==> src/rtl/sprite_blitter.sv <==
// sprite_blitter: CHIP-8/SCHIP XOR sprite blitter with pixel collision detect and screen clear.
// Latency: a draw of B bytes accepted in cycle 0 pulses done in cycle 9*B+2; a clear pulses done in cycle 2^VA+1.
// Backpressure: hold stalls FETCH/PIX one cycle per asserted cycle; clear ignores hold; start pulses outside IDLE are dropped.
//
// Ports:
//   clk, rst                 rising-edge clock, synchronous active-high reset
//   draw_en, cls_en          start pulses, sampled only in IDLE (draw_en has priority)
//   I, x0, y0, rows, wide    sprite base address, origin, row count (0 = 16), 16-px row select
//   mem_raddr / mem_d        program memory read port, 1-cycle latency
//   vram_raddr / vram_q      VRAM read port {y,x}, 1-cycle latency, shared with scan-out
//   vram_we/waddr/d          VRAM write port
//   hold                     scan-out owns the VRAM read port this cycle
//   busy, done, col          status: not idle, completion pulse, sticky collision flag
module sprite_blitter #(
  parameter int X_BITS     = 6,
  parameter int Y_BITS     = 5,
  parameter int ADDR_WIDTH = 12,
  parameter int WRAP       = 1
) (
  input  logic                     clk,
  input  logic                     rst,
  input  logic                     draw_en,
  input  logic                     cls_en,
  input  logic [ADDR_WIDTH-1:0]    I,
  input  logic [X_BITS-1:0]        x0,
  input  logic [Y_BITS-1:0]        y0,
  input  logic [3:0]               rows,
  input  logic                     wide,
  output logic [ADDR_WIDTH-1:0]    mem_raddr,
  input  logic [7:0]               mem_d,
  output logic [X_BITS+Y_BITS-1:0] vram_raddr,
  input  logic                     vram_q,
  output logic                     vram_we,
  output logic [X_BITS+Y_BITS-1:0] vram_waddr,
  output logic                     vram_d,
  input  logic                     hold,
  output logic                     busy,
  output logic                     done,
  output logic                     col
);

  localparam int VA = X_BITS + Y_BITS;

  localparam logic [2:0] S_IDLE  = 3'd0;
  localparam logic [2:0] S_FETCH = 3'd1;
  localparam logic [2:0] S_PIX   = 3'd2;
  localparam logic [2:0] S_DRAIN = 3'd3;
  localparam logic [2:0] S_CLS   = 3'd4;
  localparam logic [2:0] S_DONE  = 3'd5;

  // Draw parameters captured at acceptance; last_n is the index of the final sprite byte.
  typedef struct packed {
    logic [X_BITS-1:0] x0;
    logic [Y_BITS-1:0] y0;
    logic [4:0]        last_n;
    logic              wide;
  } draw_t;

  // Screen address of pixel k of byte n, with a clip flag in the MSB.
  // Sums carry one extra bit so overflow past the screen edge is visible in clip mode.
  function automatic logic [VA:0] pix_addr(
    input logic [X_BITS-1:0] fx0,
    input logic [Y_BITS-1:0] fy0,
    input logic              fwide,
    input logic [4:0]        n,
    input logic [2:0]        k
  );
    logic [X_BITS:0] cx;
    logic [Y_BITS:0] cy;
    logic [3:0]      ro;
    logic            clip;
    ro   = fwide ? n[4:1] : n[3:0];
    cx   = {1'b0, fx0}
         + {{(X_BITS-3){1'b0}}, fwide & n[0], 3'b000}
         + {{(X_BITS-2){1'b0}}, k};
    cy   = {1'b0, fy0} + {{(Y_BITS-3){1'b0}}, ro};
    clip = (WRAP == 0) && (cx[X_BITS] || cy[Y_BITS]);
    return {clip, cy[Y_BITS-1:0], cx[X_BITS-1:0]};
  endfunction

  logic [2:0]            state_q, state_d;
  draw_t                 prm_q, prm_d;
  logic [4:0]            n_q, n_d;
  logic [2:0]            k_q, k_d;
  logic [7:0]            byte_q, byte_d;
  logic                  col_q, col_d;
  logic [ADDR_WIDTH-1:0] mem_raddr_q, mem_raddr_d;
  logic [VA-1:0]         vram_raddr_q, vram_raddr_d;
  logic                  clip_q, clip_d;
  // Read issued last cycle: its data is on vram_q now and its write-back happens now.
  logic                  rd_vld_q, rd_vld_d;
  logic                  rd_bit_q, rd_bit_d;
  logic [VA-1:0]         wr_addr_q, wr_addr_d;
  logic [VA-1:0]         cls_cnt_q, cls_cnt_d;

  logic [VA:0]           first_pix;
  logic [VA:0]           next_pix;
  logic                  pix_bit;
  logic [3:0]            rows_m1;

  always_comb begin
    state_d      = state_q;
    prm_d        = prm_q;
    n_d          = n_q;
    k_d          = k_q;
    byte_d       = byte_q;
    col_d        = col_q;
    mem_raddr_d  = mem_raddr_q;
    vram_raddr_d = vram_raddr_q;
    clip_d       = clip_q;
    rd_vld_d     = 1'b0;
    rd_bit_d     = rd_bit_q;
    wr_addr_d    = wr_addr_q;
    cls_cnt_d    = cls_cnt_q;

    // rows == 0 wraps to 15 here, i.e. 16 rows.
    rows_m1   = rows - 4'd1;
    first_pix = pix_addr(prm_q.x0, prm_q.y0, prm_q.wide, n_q, 3'd0);
    next_pix  = pix_addr(prm_q.x0, prm_q.y0, prm_q.wide, n_q, k_q + 3'd1);
    // mem_d is only valid from the first PIX cycle of a byte; later bits come from the latched copy.
    pix_bit   = (k_q == 3'd0) ? mem_d[7] : byte_q[3'd7 - k_q];

    if (rd_vld_q && vram_q && rd_bit_q) begin
      col_d = 1'b1;
    end

    case (state_q)
      S_IDLE: begin
        if (draw_en) begin
          prm_d.x0     = x0;
          prm_d.y0     = y0;
          prm_d.wide   = wide;
          prm_d.last_n = wide ? {rows_m1, 1'b1} : {1'b0, rows_m1};
          n_d          = 5'd0;
          k_d          = 3'd0;
          col_d        = 1'b0;
          mem_raddr_d  = I;
          state_d      = S_FETCH;
        end else if (cls_en) begin
          cls_cnt_d = '0;
          state_d   = S_CLS;
        end
      end

      S_FETCH: begin
        // Prime the read address for pixel 0 so it is presented in the first PIX cycle.
        if (!hold) begin
          {clip_d, vram_raddr_d} = first_pix;
          k_d                    = 3'd0;
          state_d                = S_PIX;
        end
      end

      S_PIX: begin
        if (k_q == 3'd0) begin
          byte_d = mem_d;
        end
        if (!hold) begin
          rd_vld_d  = !clip_q;
          rd_bit_d  = pix_bit;
          wr_addr_d = vram_raddr_q;
          k_d       = k_q + 3'd1;
          if (k_q != 3'd7) begin
            {clip_d, vram_raddr_d} = next_pix;
          end else if (n_q == prm_q.last_n) begin
            state_d = S_DRAIN;
          end else begin
            n_d         = n_q + 5'd1;
            mem_raddr_d = mem_raddr_q + 1'b1;
            state_d     = S_FETCH;
          end
        end
      end

      S_DRAIN: state_d = S_DONE;

      S_CLS: begin
        cls_cnt_d = cls_cnt_q + 1'b1;
        if (&cls_cnt_q) begin
          state_d = S_DONE;
        end
      end

      S_DONE:  state_d = S_IDLE;

      default: state_d = S_IDLE;
    endcase
  end

  always_ff @(posedge clk) begin
    if (rst) begin
      state_q      <= S_IDLE;
      prm_q        <= '0;
      n_q          <= '0;
      k_q          <= '0;
      byte_q       <= '0;
      col_q        <= 1'b0;
      mem_raddr_q  <= '0;
      vram_raddr_q <= '0;
      clip_q       <= 1'b0;
      rd_vld_q     <= 1'b0;
      rd_bit_q     <= 1'b0;
      wr_addr_q    <= '0;
      cls_cnt_q    <= '0;
    end else begin
      state_q      <= state_d;
      prm_q        <= prm_d;
      n_q          <= n_d;
      k_q          <= k_d;
      byte_q       <= byte_d;
      col_q        <= col_d;
      mem_raddr_q  <= mem_raddr_d;
      vram_raddr_q <= vram_raddr_d;
      clip_q       <= clip_d;
      rd_vld_q     <= rd_vld_d;
      rd_bit_q     <= rd_bit_d;
      wr_addr_q    <= wr_addr_d;
      cls_cnt_q    <= cls_cnt_d;
    end
  end

  // Draw write-backs and clear writes never overlap: rd_vld_q is only set from PIX.
  assign vram_we    = (state_q == S_CLS) | rd_vld_q;
  assign vram_waddr = (state_q == S_CLS) ? cls_cnt_q : wr_addr_q;
  assign vram_d     = (state_q == S_CLS) ? 1'b0 : (vram_q ^ rd_bit_q);
  assign mem_raddr  = mem_raddr_q;
  assign vram_raddr = vram_raddr_q;
  assign busy       = (state_q != S_IDLE);
  assign done       = (state_q == S_DONE);
  assign col        = col_q;

endmodule
==> config.mk <==
export PLATFORM = sky130hd
export DESIGN_NAME = sprite_blitter
export DESIGN_NICKNAME = d
export VERILOG_FILES = /design/src/rtl/sprite_blitter.sv
export SDC_FILE = /design/constraint.sdc
export NUM_CORES = 1
export LEC_CHECK = 0
export BUFFER_PORTS_ARGS = -buffer_cell sky130_fd_sc_hd__buf_2
export CAP_MARGIN = 20
export CORE_MARGIN = 10
export CORE_UTILIZATION = 41
export CTS_CLUSTER_DIAMETER = 30
export DETAILED_ROUTE_END_ITERATION = 12
export RECOVER_POWER = 25
export SYNTH_ARGS = -nofsm -noshare
export SYNTH_HDL_FRONTEND = slang
export SYNTH_SLANG_ARGS = --single-unit
==> constraint.sdc <==
create_clock -name clk -period 5.7 [get_ports clk]
set_input_delay 0.285 -clock clk [delete_from_list [all_inputs] [get_ports clk]]
set_output_delay 0.285 -clock clk [all_outputs]
set_load 0.01 [all_outputs]
==> run_results.csv <==
group,metric,value,unit
run_status,status,"completed",
worst_setup_path,worst-setup-path-type,"reg2reg",
timing,fin_crit,2.40,ns
finish,final_common_cell,"nand2_1",
synth,synth_area_per_cell,8.01,sq um
grt,antenna_found_initial,0,
grt,grt_pass1_wl,19.3,mm
timing,slew_headroom,30.1,%
finish,fillCellCount,1064,
floorplanning,num_rows,37,
grt,overflow,0,
drt,drt-wirelength-per-cell,15.3,um
grt,grt_usage,15.5,%
hold_path,hold_path_end,"byte_q[1]",
clock_tree,hold_buffers,0,
place,place_congestion,0.813,
finish,drive_above_1_share,14.8,%
floorplanning,die_width,124,um
hold_path,hold_depth,3,
finish,final_cell_mix,"nand2_1, dfxtp_1, buf_2, nor2_1, a21oi_1",
synth,ys_seq_area_share,38.0,%
worst_setup_path,cp_data_required_time,5.95,ns
finish,fin_nets,676,
place,dp_hpwl,8.64,mm
synth,synthSimpleGateAreaFrac,25.0,%
worst_setup_path,cp-end-kind,"register",
synth,syn_nets,612,
clock_tree,root_buffer,"clkbuf_8",
timing,worstMarginPinSlew,1.05,ns
synth,synth-seq-cells,84,
clock_tree,postCtsSetupRepairBufs,0,
drt,first_pass_iters,4,
synth,ys_types,60,
drt,drt_wl_total,11.5,mm
clock_tree,cts.sinks,84,
hold_path,min_from,"mem_d[1]",
power,ir_worst_vdd,0.160,mV
finish,diodes,0,
clock_tree,h-tree-depth,3,
worst_setup_path,r2r_cells,7,
worst_setup_path,r2r_start,"k_q[0]",
worst_setup_path,crit_fanout,29,
worst_setup_path,startpoint,"k_q[0]",
timing,hold_violations,0,
hold_path,worst_hold_path_type,"in2reg",
timing,drv_slew,0,
floorplanning,die_h,124,um
worst_setup_path,cp_cell_sequence,"ha_1 > ha_1 > or4b_1 > and4_4 > o21ai_2 > nor2_1 > o221a_1",
power,leakage,2.09,nW
drt,drt-initial-drc-count,284,
drt,vias,3983,
clock_tree,numCtsBuffers,9,
clock_tree,post_cts_resize_count,0,
synth,synth-xor-area-share,4.36,%
worst_setup_path,critPathLaunchType,"register",
place,io_buffers,80,
power,powerDensity,361,mW/mm^2
synth,yosys_warnings,0,
drt,drc,0,
synth,async_flop_share,0,%
floorplanning,die_area,0.0153,sq mm
timing,max_freq,417,MHz
synth,synthAdderAreaFrac,5.43,%
clock_tree,cts_tree,"done",
clock_tree,cts_buffer_depth,2,
worst_setup_path,slowest_delay,0.47,ns
clock_tree,clk_pin_slew,0.08,ns
worst_setup_path,critPathMostFrequentCell,"ha_1",
worst_setup_path,cp.arrival,2.65,ns
synth,synth_compound_area_share,17.0,%
floorplanning,pin_count,81,
finish,area_delta_synth_final,14.1,%
synth,synthMuxAreaShare,5.63,%
synth,synth_edf_count,0,
worst_setup_path,ff2ff_setup_slack,3.30,ns
floorplanning,core,0.0104,sq mm
floorplanning,initial_utilization,42.4,%
timing,finalClockSkew,0.00531,ns
synth,synthFlopType,"dfxtp_1",
run,maxCapViolCount,0,
timing,tns,0,ns
timing,rsz0062_at_grt,"no",
grt,grt_pass1_vias,3890,
drt,vias_per_cell,5.27,
timing,setup_violations,0,
synth,synth_top_family_by_area,"simple AND/OR/NAND/NOR gates",
synth,synth_area,0.00442,sq mm
drt,ant_nets,0,
timing,fin_crit_sh,42.1,%
worst_setup_path,cpMaxStageDelayCell,"or4b_1",
clock_tree,clk_latency,0.35,ns
synth,synth_cells,552,
finish,final_util,48.4,%
grt,grt_start_max_net_pins,67,
worst_setup_path,worstReg2RegEnd,"mem_raddr[0]",
[metrics by stage]
step	instance area, sq um	power, mW	hold slack, ns	worst slack (ns)	instances
floorplan	4420	1.24	0.421	3.67	552
global placement	4870	1.40	0.445	3.36	741
detailed placement	4870	1.42	0.451	3.30	741
CTS	5070	1.85	0.149	3.30	756
global route	5040	1.96	0.165	3.05	756
finish	5040	1.82	0.167	3.30	756
[cell families after synthesis]
family	after synthesis
XOR/XNOR	22
multiplexers	22
flip-flops	84
AO/OA/AOI/OAI	120
adder cells (fa/ha/maj)	18
buffers and inverters	43
AND/OR/NAND/NOR	243
[cells in the mapped netlist, drive strengths merged (2+ instances only)]
cell type  count  share of area, %
a22oi          2              0.34
and4           4              0.85
mux2i         17               3.8
nand3b         2              0.34
o211ai         3              0.51
ha            16               4.5
nor3b          2              0.34
o2111ai        2              0.40
nand2b         9               1.3
fa             2              0.91
a21o           4              0.68
xnor2         16               3.2
nor2          56               4.8
nor2b          2              0.28
o31a           2              0.40
o32ai          3              0.59
a31oi          4              0.57
nand2        116               9.9
mux2           3              0.76
o221a          3              0.76
o21a           5              0.85
nand3         15               1.7
a311oi         4              0.79
o21ai         21               2.5
or2            3              0.42
dfxtp         84                38
nand4b         2              0.40
and2           3              0.42
mux4           2               1.0
xor2           6               1.2
a211oi         3              0.51
and3           5              0.71
nand4          3              0.42
inv           12               1.0
nor3          11               1.6
or3            6              0.85
clkbuf        20               1.7
a21oi         57               6.7
buf           11               1.7
[report_power, final]
part,leakage [nW],internal [mW],switching [mW],total [mW]
combinational,1.30,0.222,0.378,0.601
clock,0.105,0.223,0.207,0.431
sequential,0.682,0.669,0.122,0.791
[final cells by class]
type,instances,area (sq um),area share [%]
clock inverters,4,48.8,0.967
repair buffers,84,400,7.94
inverters,12,45.0,0.893
flip-flops and latches,84,1680,33.3
well taps,136,170,3.37
multi-input cells,425,2550,50.5
clock buffers,11,151,3.00
[critical path, delay by kind of cell (launching register included)]
family	cells	cell delay, ns
adder cells (fa/ha/maj)	2	0.45
AO/OA/AOI/OAI	2	0.66
flip-flops	1	0.38
AND/OR/NAND/NOR	3	0.80
[per-layer routing]
| metal | track usage (%) | wire [um] | up-vias |
|---|---|---|---|
| li1 | - | - | 2044 |
| met4 | 4.08 | 108 | 0 |
| met3 | 3.44 | 534 | 10 |
| met2 | 25.9 | 5650 | 81 |
| met5 | 0 | 0 | - |
| met1 | 19.6 | 5240 | 1848 |
[flip-flops by register name (all words and copies together) (netlist names)]
register / count
rd_vld_q: 1
wr_addr_q: 11
k_q: 3
byte_q: 8
rd_bit_q: 1
n_q: 5
state_q: 3
prm_q: 17
col: 1
vram_raddr: 11
mem_raddr: 12
cls_cnt_q: 11
[worst max-delay path by stage]
stage                    endpoint  slack, ns  cells after the start
floorplan            mem_raddr[5]       3.67                      9
global placement     mem_raddr[0]       3.36                      7
detailed placement   mem_raddr[0]       3.30                      7
CTS                  mem_raddr[0]       3.30                      7
global route        mem_raddr[10]       3.05                      5
finish               mem_raddr[0]       3.30                      7
(Power assumes the default switching activity.)
